File: src/rtl/wb_divisor_regs_if.sv
// Wishbone pipelined bus bundle between a bus master and the divisor register bank.
interface wb_divisor_regs_if;
  logic [15:0] ADR_I;
  logic [15:0] DAT_I;
  logic [15:0] DAT_O;
  logic        CYC_I;
  logic        STB_I;
  logic        WE_I;
  logic        ACK_O;
  logic        STALL_O;

  modport master (
    output ADR_I, DAT_I, CYC_I, STB_I, WE_I,
    input  DAT_O, ACK_O, STALL_O
  );

  modport slave (
    input  ADR_I, DAT_I, CYC_I, STB_I, WE_I,
    output DAT_O, ACK_O, STALL_O
  );
endinterface

File: src/rtl/wb_divisor_regs.sv
// Divisor register bank: shadow/active 32-bit divisor, coherent commit outside bus cycles,
// and a divisor_update pulse with guaranteed high and low widths.
module wb_divisor_regs #(
  parameter logic [15:0] BASE_ADDR    = 16'h400A,
  parameter int unsigned UPDATE_HOLD  = 4,
  parameter int unsigned UPDATE_GAP   = 4,
  parameter int unsigned READ_TIMEOUT = 1024
) (
  input  logic                    CLK_I,
  input  logic                    RST_I,
  wb_divisor_regs_if.slave        wb,
  input  logic                    dsp_wr,
  input  logic [31:0]             dsp_div,
  output logic                    divisor_update,
  output logic                    update_pending
);

  localparam int unsigned HoldW = $clog2(UPDATE_HOLD) + 1;
  localparam int unsigned GapW  = $clog2(UPDATE_GAP) + 1;
  localparam int unsigned TmoW  = $clog2(READ_TIMEOUT) + 1;

  localparam logic [HoldW-1:0] HoldLast = HoldW'(UPDATE_HOLD - 1);
  localparam logic [GapW-1:0]  GapMax   = GapW'(UPDATE_GAP);
  localparam logic [GapW-1:0]  GapLast  = GapW'(UPDATE_GAP - 1);
  localparam logic [TmoW-1:0]  TmoMax   = TmoW'(READ_TIMEOUT);
  localparam logic [TmoW-1:0]  TmoLast  = TmoW'(READ_TIMEOUT - 1);

  typedef enum logic [1:0] {StIdle, StWaitBus, StPulse, StGap} state_e;

  state_e           state_q, state_d;
  logic [31:0]      active_q, active_d;
  logic [31:0]      shadow_q, shadow_d;
  logic             pending_q, pending_d;
  logic             upd_q, upd_d;
  logic [HoldW-1:0] hold_q, hold_d;
  logic [GapW-1:0]  gap_q, gap_d;
  logic [TmoW-1:0]  tmo_q, tmo_d;
  logic             hi_read_q, hi_read_d;
  logic             ack_q, ack_d;
  logic             ack_hi_q, ack_hi_d;
  logic [15:0]      dat_q, dat_d;

  logic        accept;
  logic        commit;
  logic        hi_read_now;
  logic [15:0] offset;
  logic [15:0] rdata;

  // The DSP side always wins: any bus request in a dsp_wr cycle is stalled and retried.
  assign wb.STALL_O     = dsp_wr;
  assign accept         = wb.CYC_I & wb.STB_I & ~wb.STALL_O;
  assign offset         = wb.ADR_I - BASE_ADDR;
  assign hi_read_now    = hi_read_q | (ack_q & ack_hi_q);

  always_comb begin
    rdata = '0;
    case (offset)
      16'd0:   rdata = active_q[15:0];
      16'd1:   rdata = active_q[31:16];
      16'd2:   rdata = {13'b0, state_q == StGap, upd_q, pending_q};
      default: rdata = '0;
    endcase
  end

  always_comb begin
    state_d   = state_q;
    active_d  = active_q;
    shadow_d  = shadow_q;
    pending_d = pending_q;
    upd_d     = upd_q;
    hold_d    = hold_q;
    gap_d     = gap_q;
    tmo_d     = tmo_q;
    hi_read_d = hi_read_now;
    ack_d     = accept;
    ack_hi_d  = accept & ~wb.WE_I & (offset == 16'd1);
    dat_d     = (accept & ~wb.WE_I) ? rdata : '0;
    commit    = 1'b0;

    unique case (state_q)
      StIdle: begin
        if (pending_q) begin
          if (!wb.CYC_I) commit = 1'b1;
          else           state_d = StWaitBus;
        end
      end
      StWaitBus: begin
        if (!wb.CYC_I) commit = 1'b1;
      end
      StPulse: begin
        if (hold_q >= HoldLast) begin
          state_d = StGap;
          upd_d   = 1'b0;
          gap_d   = '0;
          tmo_d   = '0;
        end else begin
          hold_d = hold_q + 1'b1;
        end
      end
      StGap: begin
        if (gap_q != GapMax) gap_d = gap_q + 1'b1;
        if (tmo_q != TmoMax) tmo_d = tmo_q + 1'b1;
        if ((gap_q >= GapLast) && (hi_read_now || (tmo_q >= TmoLast))) state_d = StIdle;
      end
    endcase

    if (commit) begin
      active_d  = shadow_q;
      pending_d = 1'b0;
      state_d   = StPulse;
      upd_d     = 1'b1;
      hold_d    = '0;
      hi_read_d = 1'b0;
    end

    if (accept && wb.WE_I) begin
      case (offset)
        16'd0:   shadow_d[15:0]  = wb.DAT_I;
        16'd1:   shadow_d[31:16] = wb.DAT_I;
        16'd2:   if (wb.DAT_I[0]) pending_d = 1'b1;
        default: ;
      endcase
    end

    // A DSP load during a commit re-arms pending so the newer value gets its own pulse.
    if (dsp_wr) begin
      shadow_d  = dsp_div;
      pending_d = 1'b1;
    end
  end

  always_ff @(posedge CLK_I) begin
    if (RST_I) begin
      state_q   <= StIdle;
      active_q  <= '0;
      shadow_q  <= '0;
      pending_q <= 1'b0;
      upd_q     <= 1'b0;
      hold_q    <= '0;
      gap_q     <= '0;
      tmo_q     <= '0;
      hi_read_q <= 1'b0;
      ack_q     <= 1'b0;
      ack_hi_q  <= 1'b0;
      dat_q     <= '0;
    end else begin
      state_q   <= state_d;
      active_q  <= active_d;
      shadow_q  <= shadow_d;
      pending_q <= pending_d;
      upd_q     <= upd_d;
      hold_q    <= hold_d;
      gap_q     <= gap_d;
      tmo_q     <= tmo_d;
      hi_read_q <= hi_read_d;
      ack_q     <= ack_d;
      ack_hi_q  <= ack_hi_d;
      dat_q     <= dat_d;
    end
  end

  assign wb.ACK_O       = ack_q;
  assign wb.DAT_O       = dat_q;
  assign divisor_update = upd_q;
  assign update_pending = pending_q;

endmodule

File: src/flat_wrapper.sv
// flat-port wrapper written by rule: the top's interface ports become plain ports
module wb_divisor_regs_flat 
#(
  parameter logic [15:0] BASE_ADDR    = 16'h400A,
  parameter int unsigned UPDATE_HOLD  = 4,
  parameter int unsigned UPDATE_GAP   = 4,
  parameter int unsigned READ_TIMEOUT = 1024
)
  (CLK_I, RST_I, dsp_wr, dsp_div, divisor_update, update_pending, wb_ADR_I, wb_DAT_I, wb_CYC_I, wb_STB_I, wb_WE_I, wb_DAT_O, wb_ACK_O, wb_STALL_O);
  wb_divisor_regs_if wb_i ();
  input  logic CLK_I;
  input  logic RST_I;
  input  logic dsp_wr;
  input  logic [31:0] dsp_div;
  output logic divisor_update;
  output logic update_pending;
  input wire logic [$bits(wb_i.ADR_I)-1:0] wb_ADR_I;
  input wire logic [$bits(wb_i.DAT_I)-1:0] wb_DAT_I;
  input wire logic [$bits(wb_i.CYC_I)-1:0] wb_CYC_I;
  input wire logic [$bits(wb_i.STB_I)-1:0] wb_STB_I;
  input wire logic [$bits(wb_i.WE_I)-1:0] wb_WE_I;
  output wire logic [$bits(wb_i.DAT_O)-1:0] wb_DAT_O;
  output wire logic [$bits(wb_i.ACK_O)-1:0] wb_ACK_O;
  output wire logic [$bits(wb_i.STALL_O)-1:0] wb_STALL_O;
  assign wb_i.ADR_I = wb_ADR_I;
  assign wb_i.DAT_I = wb_DAT_I;
  assign wb_i.CYC_I = wb_CYC_I;
  assign wb_i.STB_I = wb_STB_I;
  assign wb_i.WE_I = wb_WE_I;
  assign wb_DAT_O = wb_i.DAT_O;
  assign wb_ACK_O = wb_i.ACK_O;
  assign wb_STALL_O = wb_i.STALL_O;
  wb_divisor_regs #(.BASE_ADDR(BASE_ADDR), .UPDATE_HOLD(UPDATE_HOLD), .UPDATE_GAP(UPDATE_GAP), .READ_TIMEOUT(READ_TIMEOUT)) u_core (.CLK_I(CLK_I), .RST_I(RST_I), .wb(wb_i), .dsp_wr(dsp_wr), .dsp_div(dsp_div), .divisor_update(divisor_update), .update_pending(update_pending));
endmodule
File: config.mk
export PLATFORM = sky130hd
export DESIGN_NAME = wb_divisor_regs_flat
export DESIGN_NICKNAME = d
export VERILOG_FILES = /design/src/rtl/wb_divisor_regs_if.sv /design/src/rtl/wb_divisor_regs.sv /design/src/flat_wrapper.sv
export SDC_FILE = /design/constraint.sdc
export NUM_CORES = 1
export LEC_CHECK = 0
export CORE_AREA = 2 2 101 103
export CTS_CLUSTER_SIZE = 8
export DETAILED_ROUTE_END_ITERATION = 16
export DIE_AREA = 0 0 103 105
export GPL_TIMING_DRIVEN = 0
export PLACE_DENSITY = 0.83
export SETUP_SLACK_MARGIN = 0.15
export SLEW_MARGIN = 20
export SYNTH_ARGS = -nofsm -noshare
export SYNTH_HDL_FRONTEND = slang
export SYNTH_SLANG_ARGS = --single-unit
File: constraint.sdc
create_clock -name CLK_I -period 7.3 [get_ports CLK_I]
set_clock_uncertainty 0.2 [all_clocks]
set_input_delay 0.73 -clock CLK_I [delete_from_list [all_inputs] [get_ports CLK_I]]
set_output_delay 0.73 -clock CLK_I [all_outputs]
set_load 0.02 [all_outputs]
* Yosys cells after proc, flatten, opt, wreduce, memory -nomap -nowiden
Cells that the tools add are included.
** Storage, ports and cells
- Flip-flop bits (word level) :: 104
- Input port bits :: 70
- Output and inout port bits :: 20
- Logic and storage cells :: 99
** Operators by class
- $add $sub $neg :: 4
- Order comparisons :: 3
- Equality and inequality tests :: 17
- Multiplexer cells :: 28
- Bitwise gates (word level) :: 10
- Reductions and logical operators :: 23
** Operators with widths (number)
- 2-to-1 mux 32 bit :: 2
- case mux 16 bit (3 select lines) :: 1
- 2-to-1 mux 16 bit :: 2
- 2-to-1 mux 11 bit :: 2
- case mux 11 bit (2 select lines) :: 1
- equality test 16 x 1 -> 1 bit (second input constant) :: 1
- equality test 16 x 2 -> 1 bit (second input constant) :: 1
- zero test 16 bit :: 1
- subtractor 16 x 15 -> 16 bit (second input constant) :: 1
- nonzero test 2 bit :: 6
- adder 11 x 1 -> 11 bit (second input constant) :: 1
- greater-or-equal comparator 11 x 10 -> 1 bit (second input constant) :: 1
- != test 11 bit (second input constant) :: 1
- 2-to-1 mux 1 bit :: 10
- 2-to-1 mux 2 bit :: 5
- AND reduction 5 bit :: 2
- != test 2 bit (second input constant) :: 4
- AND reduction 2 bit :: 4
- adder 3 x 1 -> 3 bit (second input constant) :: 2
- greater-or-equal comparator 3 x 2 -> 1 bit (second input constant) :: 2
- 2-to-1 mux 3 bit :: 2
- != test 3 x 1 -> 1 bit (second input constant) :: 2
- != test 3 x 2 -> 1 bit (second input constant) :: 2
- case mux 2 bit (3 select lines) :: 1
- 16 further kinds :: 28

* Depth between registers and ports, before layout
Gate-level depths: netlist (run 1).
- Word-level depth :: 8
- Gate-level depth with buffers :: 10
- Mapped depth without buffers :: 8

* Worst setup path before layout (run 1)
No wires, ideal clock.
- Kind :: input-to-reg
- From :: input port wb_ADR_I[4]
- To :: register u_core.shadow_q[6]
- Setup time :: 0.128 ns
- Arrival :: 2.529 ns
- Setup slack :: 4.442 ns
- Cell stages on the path :: 8
- Cell sequence :: buf_6 -> nor4_4 -> nand3_1 -> o311a_1 -> o311a_1 -> buf_2 -> a211oi_1 -> a211oi_2
** On the way
- Longest elaborated chain between the ends :: 4
** Ends and longest elaborated chain
- start, declared :: RTL line flat_wrapper.sv:17 : input wire logic [$bits(wb_i.ADR_I)-1:0] wb_ADR_I;
- subtractor 16 x 15 -> 16 bit :: RTL line wb_divisor_regs.sv:52 : assign offset = wb.ADR_I - BASE_ADDR;
- zero test 16 bit :: RTL line wb_divisor_regs.sv:117 : case (offset)
- nonzero test 2 bit (no source line)
- AND reduction 2 bit (no source line)
- end signal, assigned :: RTL line wb_divisor_regs.sv:149 : shadow_q <= shadow_d;
- end, declared :: RTL line wb_divisor_regs.sv:32 : logic [31:0] shadow_q, shadow_d;
No other way between the ends.
A chain may end at the register's enable or synchronous reset.

* Worst setup path after layout (run 1)
- From :: input port wb_ADR_I[1]
- To :: register u_core.shadow_q[7]
Same word-level chain as after synthesis.

==> results of run 1 <==
==> routing by layer <==
| layer | global-route usage | part of all wire | wire length, um | vias up |
|---|---|---|---|---|
| met5 | 0 | 0 | 0 | - |
| met4 | 0.0874 | 0.022 | 282 | 0 |
| met3 | 0.0355 | 0.074 | 958 | 26 |
| met2 | 0.399 | 0.47 | 6160 | 212 |
| met1 | 0.328 | 0.43 | 5580 | 2110 |
| li1 | - | - | - | 2293 |
==> cells by family (layout without fill, tap and decap cells) <==
family | count (synthesis) | count (layout) | share of synthesized area
buf+inv | 89 | 192 | 0.0739
flops | 104 | 104 | 0.413
xor+xnor | 9 | 9 | 0.0156
compound gates | 171 | 171 | 0.249
simple gates | 204 | 204 | 0.195
mux | 17 | 17 | 0.0340
fa+ha+maj | 8 | 8 | 0.0198
==> per-stage QoR <==
| step | hold slack [ns] | cell area [um^2] | setup slack, ns |
|---|---|---|---|
| final | 0.259 | 6290 | 3.70 |
| after global routing | 0.285 | 6290 | 3.55 |
| after CTS | 0.261 | 6290 | 3.75 |
| after detailed placement | 0.248 | 6080 | 3.38 |
| after global placement | 0.242 | 6080 | 3.47 |
| after floorplan | 0.232 | 5040 | 4.44 |
==> cell usage in the layout (no fill, tap or decap), types with 8 or more instances in the layout <==
cell type and instances:
ha_1 8, inv_1 48, mux2i_1 16, clkbuf_8 10, a21oi_1 48, nand2_1 86
clkbuf_1 29, a211oi_1 48, xnor2_1 9, dfxtp_1 104, or3_1 10, a211oi_2 17
clkdlybuf4s50_1 87, nor3_1 10, nor2_1 62, a21o_1 33
==> where the power goes <==
group | internal, mW | switching [mW] | leakage (nW)
Combinational | 0.0756 | 0.0831 | 1.44
Sequential | 0.588 | 0.0157 | 0.848
Clock | 0.170 | 0.199 | 0.107
Total | 0.833 | 0.298 | 2.39
==> registers in the layout, indices dropped and copies added, names as in the netlist, 2 cells and up <==
name,cells
u_core.active_q,32
u_core.tmo_q,11
u_core.shadow_q,32
u_core.gap_q,3
u_core.state_q,2
u_core.wb.DAT_O,16
u_core.hold_q,3
==> worst max-delay path: cells and delay by family <==
| kind | cells | cell delay, ns |
|---|---|---|
| AO/OA/AOI/OAI | 4 | 0.81 |
| AND/OR/NAND/NOR | 2 | 0.75 |
| adder cells (fa/ha/maj) | 1 | 0.26 |
| buffers and inverters | 3 | 1.13 |
==> cell type report <==
class	instances	area [um^2]	share of cell area
timing repair buffer	87	871	0.139
clock buffer	10	138	0.0219
clock inverter	6	66.3	0.0105
tap	133	166	0.0265
multi-input combinational	409	2590	0.412
sequential	104	2080	0.331
inverter	48	180	0.0287
buffer	41	193	0.0307
==> worst paths after layout <==
kind	startpoint	to	slack [ns]	depth (start not counted)
max reg2reg	u_core.hold_q[0]	u_core.hold_q[1]	5.02	6
min	u_core.active_q[31]	u_core.active_q[31]	0.26	2
max	wb_ADR_I[1]	u_core.shadow_q[7]	3.70	10
min reg2reg	u_core.active_q[31]	u_core.active_q[31]	0.26	2
==> results.txt, run 1 <==
outcome - finished, final reports clean
clk sinks - 104
Max-Cap Viols - 0
Leak - 2.39 nW
mapped cell area - 5040 um^2
Yosys top cell by area - dfxtp_1
clk buf depth - 2
vias per inst - 5.54
IO buf count - 87
Tcrit/Tclk final - 0.493
Gate Count Post-Synth - 602
WS Path Type - in -> reg
postcts setup bufs - 0
VDD IR-drop max - 0.0000921 V
die width - 103 um
slowest stage cell on the critical path - clkdlybuf4s50_1
HPWL Detailed - 10.0 mm
Tot Pwr - 1.13 mW
share of the synthesized area in the top cell type - 0.413
H-tree depth - 3
Arr. time, crit path - 3.69 ns
most frequent cell after synthesis - dfxtp_1
layout cells sized above 1 - 0.0738
CP startpoint kind - primary input
max_slew headroom - 0.510
Required @ worst endpoint - 7.40 ns
Post-CTS Hold Buffers - 0
Post-synth top cells - dfxtp_1 (104), nand2_1 (86), nor2_1 (62)
Clock Tree Root - clkbuf_8
fin nets - 778
fin cells - 838
Syn Area/Cell - 8.38 um^2
number of synthesized register bits - 104
CTS tree - done
post-route setup TNS - 0 ns
GRT overflow - 0
wire per inst - 15.5 um
Antenna Nets Post-Route - 0
vias in the first global route - 4551
# rows - 36
register area share after synthesis - 0.413
Tmin final - 3.60 ns
RSZ-0062 raised after global routing - no
post-layout util - 0.652
critical path peak fanout - 10
Worst Setup End Kind - flop
fmax - 278 MHz
PostCTS Resize Cnt - 0
die area - 10800 um^2
Placed Cells - 822
Final GP Congestion - 0.935
largest net degree at the start of global routing - 18
via count - 4641
Synthesized Nets - 680
CP cell instances - clkdlybuf4s50_1, inv_1, ha_1, nand2b_1, o211ai_1, a2bb2oi_1, nor3_2, clkbuf_1, a211oi_1, a211oi_2
Hold Path Class - reg -> reg
PD cells - 180 nW/um^2
slowest stage delay, CP - 0.58 ns
final setup fails - 0
initial antenna violation count - 0
initial core utilization - 0.523
height of the die - 105 um
drc violations - 0
Top FF cell, synth - dfxtp_1
Netlist cell types - 48
Slew Viols, Final - 0
TritonRoute pass-1 iters - 5
fillers - 803
worst slew pin tran - 0.733 ns
Ant. Diodes - 0
Clock Latency Late Sink - 0.37 ns
largest cells by area after synthesis - dfxtp_1 (41%), a211oi_1 (7.1%), nand2_1 (6.4%)
EDFF count, synth - 0
first-pass GRT wire length - 21.3 mm
Yosys warning total - 0
GRT Total Usage - 0.245
final WL - 13.0 mm
share of flip-flops with an asynchronous set or reset - 0
P&R area growth vs syn - 24.6%
core area - 9640 um^2
1st-iter DRT viols - 256
clock-pin slew on the worst setup and hold paths - 0.10 ns
I/O Pins - 90
Final Hold Fails - 0
cts bufs inserted - 9
No activity file was read; power rests on OpenSTA's default activity.
==> run 2, diff against run 1 <==
--- a/config.mk
+++ b/config.mk
@@ -5,12 +5,12 @@
 export SDC_FILE = /design/constraint.sdc
 export NUM_CORES = 1
 export LEC_CHECK = 0
-export CORE_AREA = 2 2 101 103
+export CORE_AREA = 2 2 106 108
 export CTS_CLUSTER_SIZE = 8
 export DETAILED_ROUTE_END_ITERATION = 16
-export DIE_AREA = 0 0 103 105
+export DIE_AREA = 0 0 108 110
 export GPL_TIMING_DRIVEN = 0
-export PLACE_DENSITY = 0.83
+export PLACE_DENSITY = 0.8
 export SETUP_SLACK_MARGIN = 0.15
 export SLEW_MARGIN = 20
 export SYNTH_ARGS = -nofsm -noshare
==> constraint.sdc (replaced) <==
create_clock -name CLK_I -period 3.1 [get_ports CLK_I]
set_clock_uncertainty 0.2 [all_clocks]
set_input_delay 0.31 -clock CLK_I [delete_from_list [all_inputs] [get_ports CLK_I]]
set_output_delay 0.31 -clock CLK_I [all_outputs]
set_load 0.02 [all_outputs]
==> run 2 against run 1 <==
Routed wire length is 0.96% lower. Total power is 130% higher. Register-to-register slack worse by 4.1 ns. Sequential share of layout area fell by 0.37 points. Setup slack lost 3.5 ns. Critical path depth up 1. Via count is 1.6% lower. Combinational power grew 140%. Largest cell class unchanged. Flip-flop and latch count is the same. Highest routed layer unchanged. Cell area rose by 1.1%. Hold slack got worse by 0.014 ns. Clock power rose by 110%.
==> results.txt, run 2 (synthesis results as in run 1) <==
outcome - finished, final reports clean (unchanged)
die width - 108 um (was 103 um)
Clock Tree Root - clkbuf_8 (unchanged)
critical path peak fanout - 10 (unchanged)
Antenna Nets Post-Route - 0 (unchanged)
switching fraction of total power - 0.264 (was 0.263)
slowest stage cell on the critical path - clkdlybuf4s50_1 (unchanged)
Hold Path Class - in -> reg (was reg -> reg)
CP startpoint kind - primary input (unchanged)
Ant. Diodes - 0 (unchanged)
1st-iter DRT viols - 300 (was 256)
clock-pin slew on the worst setup and hold paths - 0.10 ns (about the same)
Final Hold Fails - 0 (unchanged)
most frequent cells in the layout - dfxtp_1 (104), nand2_1 (86), clkdlybuf4s50_1 (86), nor2_1 (62) (was dfxtp_1 (104), clkdlybuf4s50_1 (87), nand2_1 (86), nor2_1 (62))
fillers - 945 (was 803)
HPWL Detailed - 10.0 mm (about the same)
height of the die - 110 um (was 105 um)
Place WS - -0.407 ns (was 3.38 ns)
Max-Cap Viols - 0 (unchanged)
slowest stage delay, CP - 0.55 ns (was 0.58 ns)
Required @ worst endpoint - 3.19 ns (was 7.40 ns)
worst path buffer plus inverter count - 4 (was 3)
first-pass GRT wire length - 20.9 mm (was 21.3 mm)
initial antenna violation count - 0 (unchanged)
PD cells - 406 nW/um^2 (was 180 nW/um^2)
clk buf depth - 2 (unchanged)
Tcrit/Tclk final - 0.928
IO buf count - 87 (unchanged)
Comb pwr share - 0.146 (was 0.140)
Clock Latency Late Sink - 0.37 ns (about the same)
Post-CTS Hold Buffers - 0 (unchanged)
H-tree depth - 3 (unchanged)
via count - 4568 (was 4641)
fin nets - 782 (was 778)
Reg power frac - 0.551 (was 0.533)
fmax - 348 MHz
clk sinks - 104 (unchanged)
Slew Viols, Final - 0 (unchanged)
RSZ-0062 raised after global routing - no (unchanged)
P&R area growth vs syn - 26.0% (was 24.6%)
Final GP Congestion - 0.879 (was 0.935)
cts bufs inserted - 9 (unchanged)
Tmin final - 2.88 ns
crit-path leading delay family - buffers and inverters (unchanged)
Sw Pwr - 681 uW (was 298 uW)
Leak - 2.44 nW (was 2.39 nW)
# rows - 38 (was 36)
Min Hold Slack - 0.245 ns (was 0.259 ns)
final WL - 12.8 mm (was 13.0 mm)
die area - 11900 um^2 (was 10800 um^2)
largest net degree at the start of global routing - 17 (was 18)
GRT overflow - 0 (unchanged)
initial core utilization - 0.472 (was 0.523)
core area - 10700 um^2 (was 9640 um^2)
VDD IR-drop max - 0.000195 V (was 0.0000921 V)
vias in the first global route - 4360 (was 4551)
layout cells sized above 1 - 0.0876 (was 0.0738)
CTS tree - done (unchanged)
Arr. time, crit path - 2.96 ns (was 3.69 ns)
I/O Pins - 90 (unchanged)
worst slew pin tran - 0.697 ns (was 0.733 ns)
final setup margin - 0.223 ns (was 3.70 ns)
TritonRoute pass-1 iters - 5 (unchanged)
CP cell instances - clkdlybuf4s50_1, inv_1, ha_1, nand2b_2, o21ai_0, o2bb2ai_1, o311ai_4, or3_1, buf_2, buf_6, nor2_1 (was clkdlybuf4s50_1, inv_1, ha_1, nand2b_1, o211ai_1, a2bb2oi_1, nor3_2, clkbuf_1, a211oi_1, a211oi_2)
vias per inst - 5.39 (was 5.54)
commonest non-fill, non-tap cell in the layout - dfxtp_1 (unchanged)
Worst Setup End Kind - flop (unchanged)
GRT Total Usage - 0.223 (was 0.245)
Clock power frac - 0.303 (was 0.326)
final setup fails - 0 (unchanged)
Pint - 1.90 mW (was 833 uW)
wire per inst - 15.1 um (was 15.5 um)
WS Path Type - in -> reg (unchanged)
drc violations - 0 (unchanged)
max_slew headroom - 0.535 (was 0.510)
==> run 2: cell count changes in the layout (fill, tap and decap cells not counted), moves of 2 or more <==
cell | before | now
buf_4 | 1 | 5
a211oi_2 | 17 | 19
nor3_4 | 0 | 2
nor3_2 | 2 | 0
a211oi_1 | 48 | 46
clkbuf_2 | 0 | 2
clkbuf_1 | 29 | 27
==> run 2: repair_timing <==
action	CTS	global route
gates resized for setup	8	3
pin swaps	2	2
setup endpoints to repair	21	41
setup buffers	1	3
==> run 2: cell type report <==
class                      count  area, um^2  share of cell area
buffer                        41         195              0.0307
clock buffer                  11         151              0.0238
clock inverter                 4        27.5             0.00433
inverter                      48         180              0.0283
multi-input combinational    409        2640               0.416
sequential                   104        2080               0.328
tap                          140         175              0.0276
timing repair buffer          91         903               0.142
==> run 2: through the flow <==
step | power (mW) | instance area (um^2) | util | instances | TNS (ns)
2_1_floorplan | 1.65 | 5040 | - | 602 | 0
3_3_place_gp | 1.81 | 6090 | 0.569 | 829 | -8.13
6_report | 2.58 | 6360 | 0.594 | 848 | 0
5_1_grt | 2.69 | 6360 | 0.594 | 848 | 0
4_1_cts | 2.57 | 6310 | 0.590 | 845 | 0
3_5_place_dp | 1.82 | 6090 | 0.569 | 829 | -11.81
==> run 2: final timing paths <==
check	slack (ns)	start	cells past startpoint	to
worst max-delay path	0.22	wb_ADR_I[2]	11	u_core.wb.DAT_O[3]
worst min-delay path	0.25	wb_ADR_I[4]	5	u_core.update_pending
worst max register to register	0.94	u_core.hold_q[0]	6	u_core.hold_q[1]
worst min register to register	0.26	u_core.active_q[13]	2	u_core.active_q[13]
==> run 2: worst register-to-register path: stages, from the launching register on <==
cell,delay (ns)
dfxtp_1,0.34
ha_1,0.20
ha_1,0.17
a211o_1,0.28
nor3b_1,0.51
mux2i_1,0.27
nor3_1,0.06
==> run 2: power groups by stage <==
stage               sequential [mW]  combinational (mW)  clock [mW]
CTS                            1.42               0.374       0.782
global placement               1.45               0.360           0
floorplan                      1.44               0.212           0
global route                   1.42               0.414       0.847
finish                         1.42               0.377       0.782
detailed placement             1.45               0.368           0
==> run 2: per-layer routing <==
layer  vias to the layer above  track usage  routed length [um]
li1                       2292            -                   -
met1                      2093        0.287                5750
met5                         -            0                   0
met2                       165        0.374                6090
met3                        18       0.0547                 780
met4                         0       0.0668                 229
==> run 3, diff against run 2 <==
--- a/config.mk
+++ b/config.mk
@@ -6,6 +6,7 @@
 export NUM_CORES = 1
 export LEC_CHECK = 0
 export CORE_AREA = 2 2 106 108
+export CTS_CLUSTER_DIAMETER = 80
 export CTS_CLUSTER_SIZE = 8
 export DETAILED_ROUTE_END_ITERATION = 16
 export DIE_AREA = 0 0 108 110
==> results of run 3 <==
No change in the layout: final DEF, timing and power equal those of run 2.
